**src/rtl/lc3b_hazard_ctrl.sv**
```systemverilog
// lc3b_hazard_ctrl: stall/flush/bubble controller for the 5-stage LC-3b pipeline.
// Handles memory-latency freezes, LDI/STI two-access sequencing, MEM-resolved
// branch squashes and (with LC3B_LOAD_USE_STALL_EN defined) load-use bubbles.
// Ports:
//   clk, reset (sync, active-high)
//   dec_src1/src2/dest, dec_uses_sr1/sr2/dest_src : ID-stage operand info
//   ex_load_inst, ex_regfile_write, ex_dest       : EX-stage producer info
//   imem_resp, mem_access, mem_indirect, dmem_resp: memory handshakes
//   mem_br_taken                                  : taken transfer in MEM
//   load_pc, load_if_id, load_id_ex, load_ex_mem, load_mem_wb : reg enables
//   bubble_id_ex, flush_if_id, flush_id_ex, flush_ex_mem      : NOP controls
//   mem_indirect_phase : high during second LDI/STI access
//   stall_cycles, flush_count : saturating performance counters
// Config macro: LC3B_LOAD_USE_STALL_EN (undefined: load-use left to forwarding).
module lc3b_hazard_ctrl #(
    parameter int CNT_W = 16
) (
    input  logic             clk,
    input  logic             reset,
    input  logic [2:0]       dec_src1,
    input  logic [2:0]       dec_src2,
    input  logic [2:0]       dec_dest,
    input  logic             dec_uses_sr1,
    input  logic             dec_uses_sr2,
    input  logic             dec_uses_dest_src,
    input  logic             ex_load_inst,
    input  logic             ex_regfile_write,
    input  logic [2:0]       ex_dest,
    input  logic             imem_resp,
    input  logic             mem_access,
    input  logic             mem_indirect,
    input  logic             dmem_resp,
    input  logic             mem_br_taken,
    output logic             load_pc,
    output logic             load_if_id,
    output logic             load_id_ex,
    output logic             load_ex_mem,
    output logic             load_mem_wb,
    output logic             bubble_id_ex,
    output logic             flush_if_id,
    output logic             flush_id_ex,
    output logic             flush_ex_mem,
    output logic             mem_indirect_phase,
    output logic [CNT_W-1:0] stall_cycles,
    output logic [CNT_W-1:0] flush_count
);

`ifdef LC3B_LOAD_USE_STALL_EN
    localparam logic LU_EN = 1'b1;
`else
    localparam logic LU_EN = 1'b0;
`endif

    localparam logic [CNT_W-1:0] CNT_MAX = '1;
    localparam logic [CNT_W-1:0] CNT_ONE = CNT_W'(1);

    typedef enum logic {
        RUN,
        IND_SECOND
    } state_t;

    state_t state;
    state_t state_next;

    logic mem_done;
    logic advance;
    logic lu_raw;
    logic lu;
    logic flush;

    always_ff @(posedge clk) begin
        if (reset) begin
            state <= RUN;
        end else begin
            state <= state_next;
        end
    end

    always_comb begin
        state_next = state;
        mem_done   = 1'b0;
        unique case (state)
            RUN: begin
                mem_done = !mem_access || (dmem_resp && !mem_indirect);
                if (mem_access && mem_indirect && dmem_resp) begin
                    state_next = IND_SECOND;
                end
            end
            IND_SECOND: begin
                mem_done = dmem_resp;
                if (dmem_resp) begin
                    state_next = RUN;
                end
            end
            default: begin
                state_next = RUN;
            end
        endcase
    end

    assign lu_raw = ex_load_inst && ex_regfile_write &&
                    ((dec_uses_sr1 && (dec_src1 == ex_dest)) ||
                     (dec_uses_sr2 && (dec_src2 == ex_dest)) ||
                     (dec_uses_dest_src && (dec_dest == ex_dest)));

    // Without the stall option, forwarding covers load-use, so lu is inert.
    assign lu = lu_raw && LU_EN;

    // Gating advance with reset forces every enable/flush/bubble low in reset.
    assign advance = !reset && imem_resp && mem_done;
    assign flush   = advance && mem_br_taken;

    assign load_id_ex   = advance;
    assign load_ex_mem  = advance;
    assign load_mem_wb  = advance;
    assign flush_if_id  = flush;
    assign flush_id_ex  = flush;
    assign flush_ex_mem = flush;

    // A squash replaces the ID instruction, so it overrides the bubble.
    assign load_pc      = advance && (mem_br_taken || !lu);
    assign load_if_id   = advance && (mem_br_taken || !lu);
    assign bubble_id_ex = advance && lu && !mem_br_taken;

    assign mem_indirect_phase = (state == IND_SECOND);

    always_ff @(posedge clk) begin
        if (reset) begin
            stall_cycles <= '0;
            flush_count  <= '0;
        end else begin
            if (!advance && (stall_cycles != CNT_MAX)) begin
                stall_cycles <= stall_cycles + CNT_ONE;
            end
            if (flush && (flush_count != CNT_MAX)) begin
                flush_count <= flush_count + CNT_ONE;
            end
        end
    end

endmodule

```
**config.mk**
```make
export PLATFORM = sky130hd
export DESIGN_NAME = lc3b_hazard_ctrl
export DESIGN_NICKNAME = d
export VERILOG_FILES = /design/src/rtl/lc3b_hazard_ctrl.sv
export SDC_FILE = /design/constraint.sdc
export NUM_CORES = 1
export LEC_CHECK = 0
export CAP_MARGIN = 10
export CORE_MARGIN = 2
export CORE_UTILIZATION = 44
export DETAILED_ROUTE_END_ITERATION = 8
export GPL_TIMING_DRIVEN = 0
export PLACE_DENSITY = 0.79
export SYNTH_ARGS = -nofsm -noshare
export SYNTH_HDL_FRONTEND = slang
export SYNTH_SLANG_ARGS = --single-unit
export TNS_END_PERCENT = 10
```
**constraint.sdc**
```tcl
create_clock -name clk -period 2.4 [get_ports clk]
set_input_delay 0.48 -clock clk [delete_from_list [all_inputs] [get_ports clk]]
set_output_delay 0.48 -clock clk [all_outputs]
set_load 0.01 [all_outputs]
```
; Word-level counts from Yosys, hierarchy flattened
; Cells that the tools add are included.
[totals]
register_bits = 33
input_bits = 24
output_inout_bits = 42
[classes]
n_addsub = 2
n_eq_ne = 2
muxes = 4
n_bitwise = 1
n_reduce_logical = 13
[ops]
columns = operator, count
row1 = adder 16 x 1 -> 16 bit (second input constant), 2
row2 = != test 16 bit (second input constant), 2
row3 = logical AND 1 bit, 8
row4 = logical NOT 1 bit, 4
row5 = one-hot mux 1 bit (2 select lines), 2
row6 = two-way mux 1 bit, 2
row7 = logical OR 1 bit, 1
row8 = inverter 1 bit, 1

; Logic depth before layout (Yosys ltp)
[logic_depth]
word_depth = 7
ltp_mapped = 7
ltp_nobuf = 6

; Worst setup path before layout
; Ideal clock, no wire load.
[synth_timing]
path_type = register -> register
from = register stall_cycles[0]
to = register stall_cycles[1]
setup_ns = 0.128
arrival_ns = 1.833
t_required_ns = 2.272
slack_ns = 0.440
stages_incl_launch_ff = 8
synth_period_minus_slack_ns = 1.960
cell_sequence = dfxtp_1 ha_1 nand4_1 or4_1 o21ai_2 buf_2 mux2i_1 nor2_1
[synth_via]
elab_chain_cells = 2
word_cells_on_any_way = 3
classes_between = 1 x add/sub / 1 x eq/ne / 1 x reduce/logical
[synth_rtl]
columns = element, line_no
row1 = start: declaration, 44  ; output logic [CNT_W-1:0] stall_cycles,
row2 = start signal: assignment, 133  ; stall_cycles <= stall_cycles + CNT_ONE;
row3 = branches (longest 2 deep; another with adder 16 x 1 -> 16 bit), -
; Several ways; the timed one is not identified.
; A chain may end at the register's enable or synchronous reset.

; Worst setup path in the final report
[layout_timing]
from = input port mem_indirect
to = output port flush_id_ex
[layout_via]
elab_chain_cells = 6
[layout_rtl]
columns = element, line_no
row1 = start: declaration, 31  ; input logic mem_indirect,
row2 = logical NOT 1 bit, 84  ; mem_done = !mem_access || (dmem_resp && !mem_indirect);
row3 = logical AND 1 bit, 84
row4 = logical OR 1 bit, 84
row5 = one-hot mux 1 bit (2 select lines), 82  ; unique case (state)
row6 = logical AND 1 bit, 110  ; assign advance = !reset && imem_resp && mem_done;
row7 = logical AND 1 bit, 111  ; assign flush = advance && mem_br_taken;
row8 = end: declaration, 41  ; output logic flush_id_ex,
; No other way between the ends.

==> out/results.ini <==
[layout]
layout_commonest_cell=clkdlybuf4s50_1
drive_above_1_share_pct=12.5
layout_common_cells=clkdlybuf4s50_1 (38), dfxtp_1 (33), a21oi_1 (18)
syn2layout_area_growth_pct=36.2
num-nets-final=297
fin_util_pct=63.6
post_layout_nonfiller_instances=319
diodes=0

[floorplanning]
die_x_um=67.0
rows=22
dieHeight_um=67.0
core_um2=3740
dieArea_um2=4490
io_pins=66
start_util_pct=46.7

[yosys]
ys_seq_area_share_pct=37.8
async_flop_share_pct=0
ys.flop_type=dfxtp_1
synth_warnings=0
synth_area_um2=1750
syn_area_per_cell_um2=8.09
synthCells=216
synth_edf_count=0
ys_seq_elements=33
synth_fp_nets=242
ys_types=42

[power]
power.switching_mw=0.266
pwr-share-comb_pct=9.8
ir_worst_vdd_mv=0.425
clock_power_share_pct=38.8
p_int_mw=0.835
p_leak_nw=0.794
seqPwrFrac_pct=51.4
switching_share_pct=24.2
power_density_nw_per_um2=463

[timing]
skew_ns=0.00566
hold_slack_ns=0.511
layout_setup_ws_ns=0.0912
finalCritPeriodShare_pct=96.2
rsz0062_at_grt=false
drv_slew=0
worst_pin_slew_ns=0.661
final-hold-violation-count=0
max_freq_mhz=433
finalWorstPathRequiredPeriod_ns=2.31
report.final.setup_viol=0
slew_headroom_pct=55.5

[global_routing]
grtUsageMet1_pct=29.1
grt_pass1_wl_um=7480
met3_usage_pct=5.41
grt_use_met2_pct=32.8
grt_usage_pct=21.7
grt_pass1_vias=1655
antenna_found_initial=0
top_usage_layer=met2
grt_max_degree=15
gr-total-overflow=0

[clock_tree]
clkSlewWorstSetupHoldPaths_ns=0.06
clockBufferDepth=2
clk_latency_ns=0.29
cts.htree.levels=2
cts-root-buf=clkbuf_8
clock-sinks=33
cts-hold-fix-buffers=0
tritoncts=done
cts_buffers=5

[drt]
drtIter0Drc=149
routedWlPerCell_um=13.9
route.detailed.drc=0
final_antenna_net_count=0
drt-total-wl_um=4450
dr.pass1.iters=4
via_per_inst=5.82
vias=1857

[job]
maxCapViolations=0

[critical_path]
crit_path_start_kind=input port
slowest_stage=clkdlybuf4s50_1
crit_chain=clkdlybuf4s50_1, nand2b_1, a21oi_4, or2_4, inv_4, buf_4, dlygate4sd2_1
crit_type=input port to primary output
cpPeakStageDelay_ns=0.48
rrSetupSlack_ns=0.20
worstRegToRegCells=7
cp_max_fo=6
crit_arrival_ns=1.83
worstPathRequired_ns=1.92
cp-end-kind=primary output

[place]
dp.cells=311
portBuffers=47
pre_cts_ws_ns=-0.694
gp_congestion=0.804
dp_hpwl_um=3180

[worst_hold_path]
holdPathStages=2
hp-class=register to register

[status]
status=completed

## layer usage
layer	vias up	part of all wire [%]
li1	916	-
met1	879	48
met2	57	45
met3	5	5.8
met4	0	1.5
met5	-	0
## cell families after synthesis
logic type | synth area share [%]
buffers and inverters | 6.73
flip-flops | 37.8
other | 0.215
multiplexers | 2.51
AND/OR/NAND/NOR | 32.0
AO/OA/AOI/OAI | 17.8
adder cells (fa/ha/maj) | 1.43
XOR/XNOR | 1.50
## layout make-up
class	count	area, µm²
fillers	360	1360
multi-input cells	161	986
flip-flops and latches	33	661
repair buffers	49	472
clock buffers	7	86.3
plain buffers	14	86.3
well taps	48	60.1
inverters	7	28.8
## cell usage after synthesis (all sizes together), types with 2 or more instances
cell / count / share of area (%)
buf: 12 / 4.6
or4: 13 / 5.6
xor2: 2 / 1.0
nor4: 5 / 1.8
mux2: 3 / 1.9
a31oi: 2 / 0.72
o311ai: 3 / 1.5
ha: 2 / 1.4
nand2: 17 / 3.7
inv: 7 / 1.5
and3: 3 / 1.1
o41ai: 2 / 1.0
nor2b: 2 / 0.72
nand4: 8 / 2.9
and4: 2 / 1.0
or2: 2 / 0.86
or3: 9 / 3.2
o211ai: 2 / 0.86
dfxtp: 33 / 38
nor3: 3 / 0.86
nor2: 16 / 3.4
clkbuf: 3 / 0.64
o21ai: 12 / 3.7
o31ai: 8 / 3.4
nand3: 15 / 4.3
a21oi: 19 / 5.7
## power by group through the flow
stage                     logic, mW  clock network [mW]  registers (mW)
after floorplan              0.0498                   0           0.579
after global placement        0.102                   0           0.578
after detailed placement      0.104                   0           0.578
after CTS                     0.108               0.433           0.565
after global routing          0.118               0.462           0.567
final                         0.108               0.427           0.566
## critical path, delay by kind of cell
| family | cells | cell delay (ns) |
|---|---|---|
| and+or+nand+nor | 2 | 0.26 |
| AOI/OAI and AO/OA | 1 | 0.16 |
| buffers and inverters | 4 | 0.92 |
## metrics by stage
stage | instance area (µm²) | TNS [ns] | total power, mW
after global placement | 2280 | -4.39 | 0.679
after floorplan | 1750 | 0 | 0.629
final | 2380 | 0 | 1.10
after global routing | 2380 | 0 | 1.15
after CTS | 2380 | 0 | 1.11
after detailed placement | 2280 | -4.69 | 0.681
## state kept, by name (all words and copies together) (netlist names)
| register | flops |
|---|---|
| stall_cycles | 16 |
| flush_count | 16 |
| mem_indirect_phase | 1 |
## repair_timing
action                     CTS  global route
resized for setup           17             0
buffers inserted             2             0
setup endpoints to repair    8             0
hold endpoints to repair     0             0
## final timing paths
path / start / end
worst max register to register: stall_cycles[0] / stall_cycles[1]
worst max-delay path: mem_indirect / flush_id_ex
worst min-delay path: flush_count[1] / flush_count[1]
worst min register to register: flush_count[1] / flush_count[1]
Note: power is estimated with default switching activity, not from simulation.
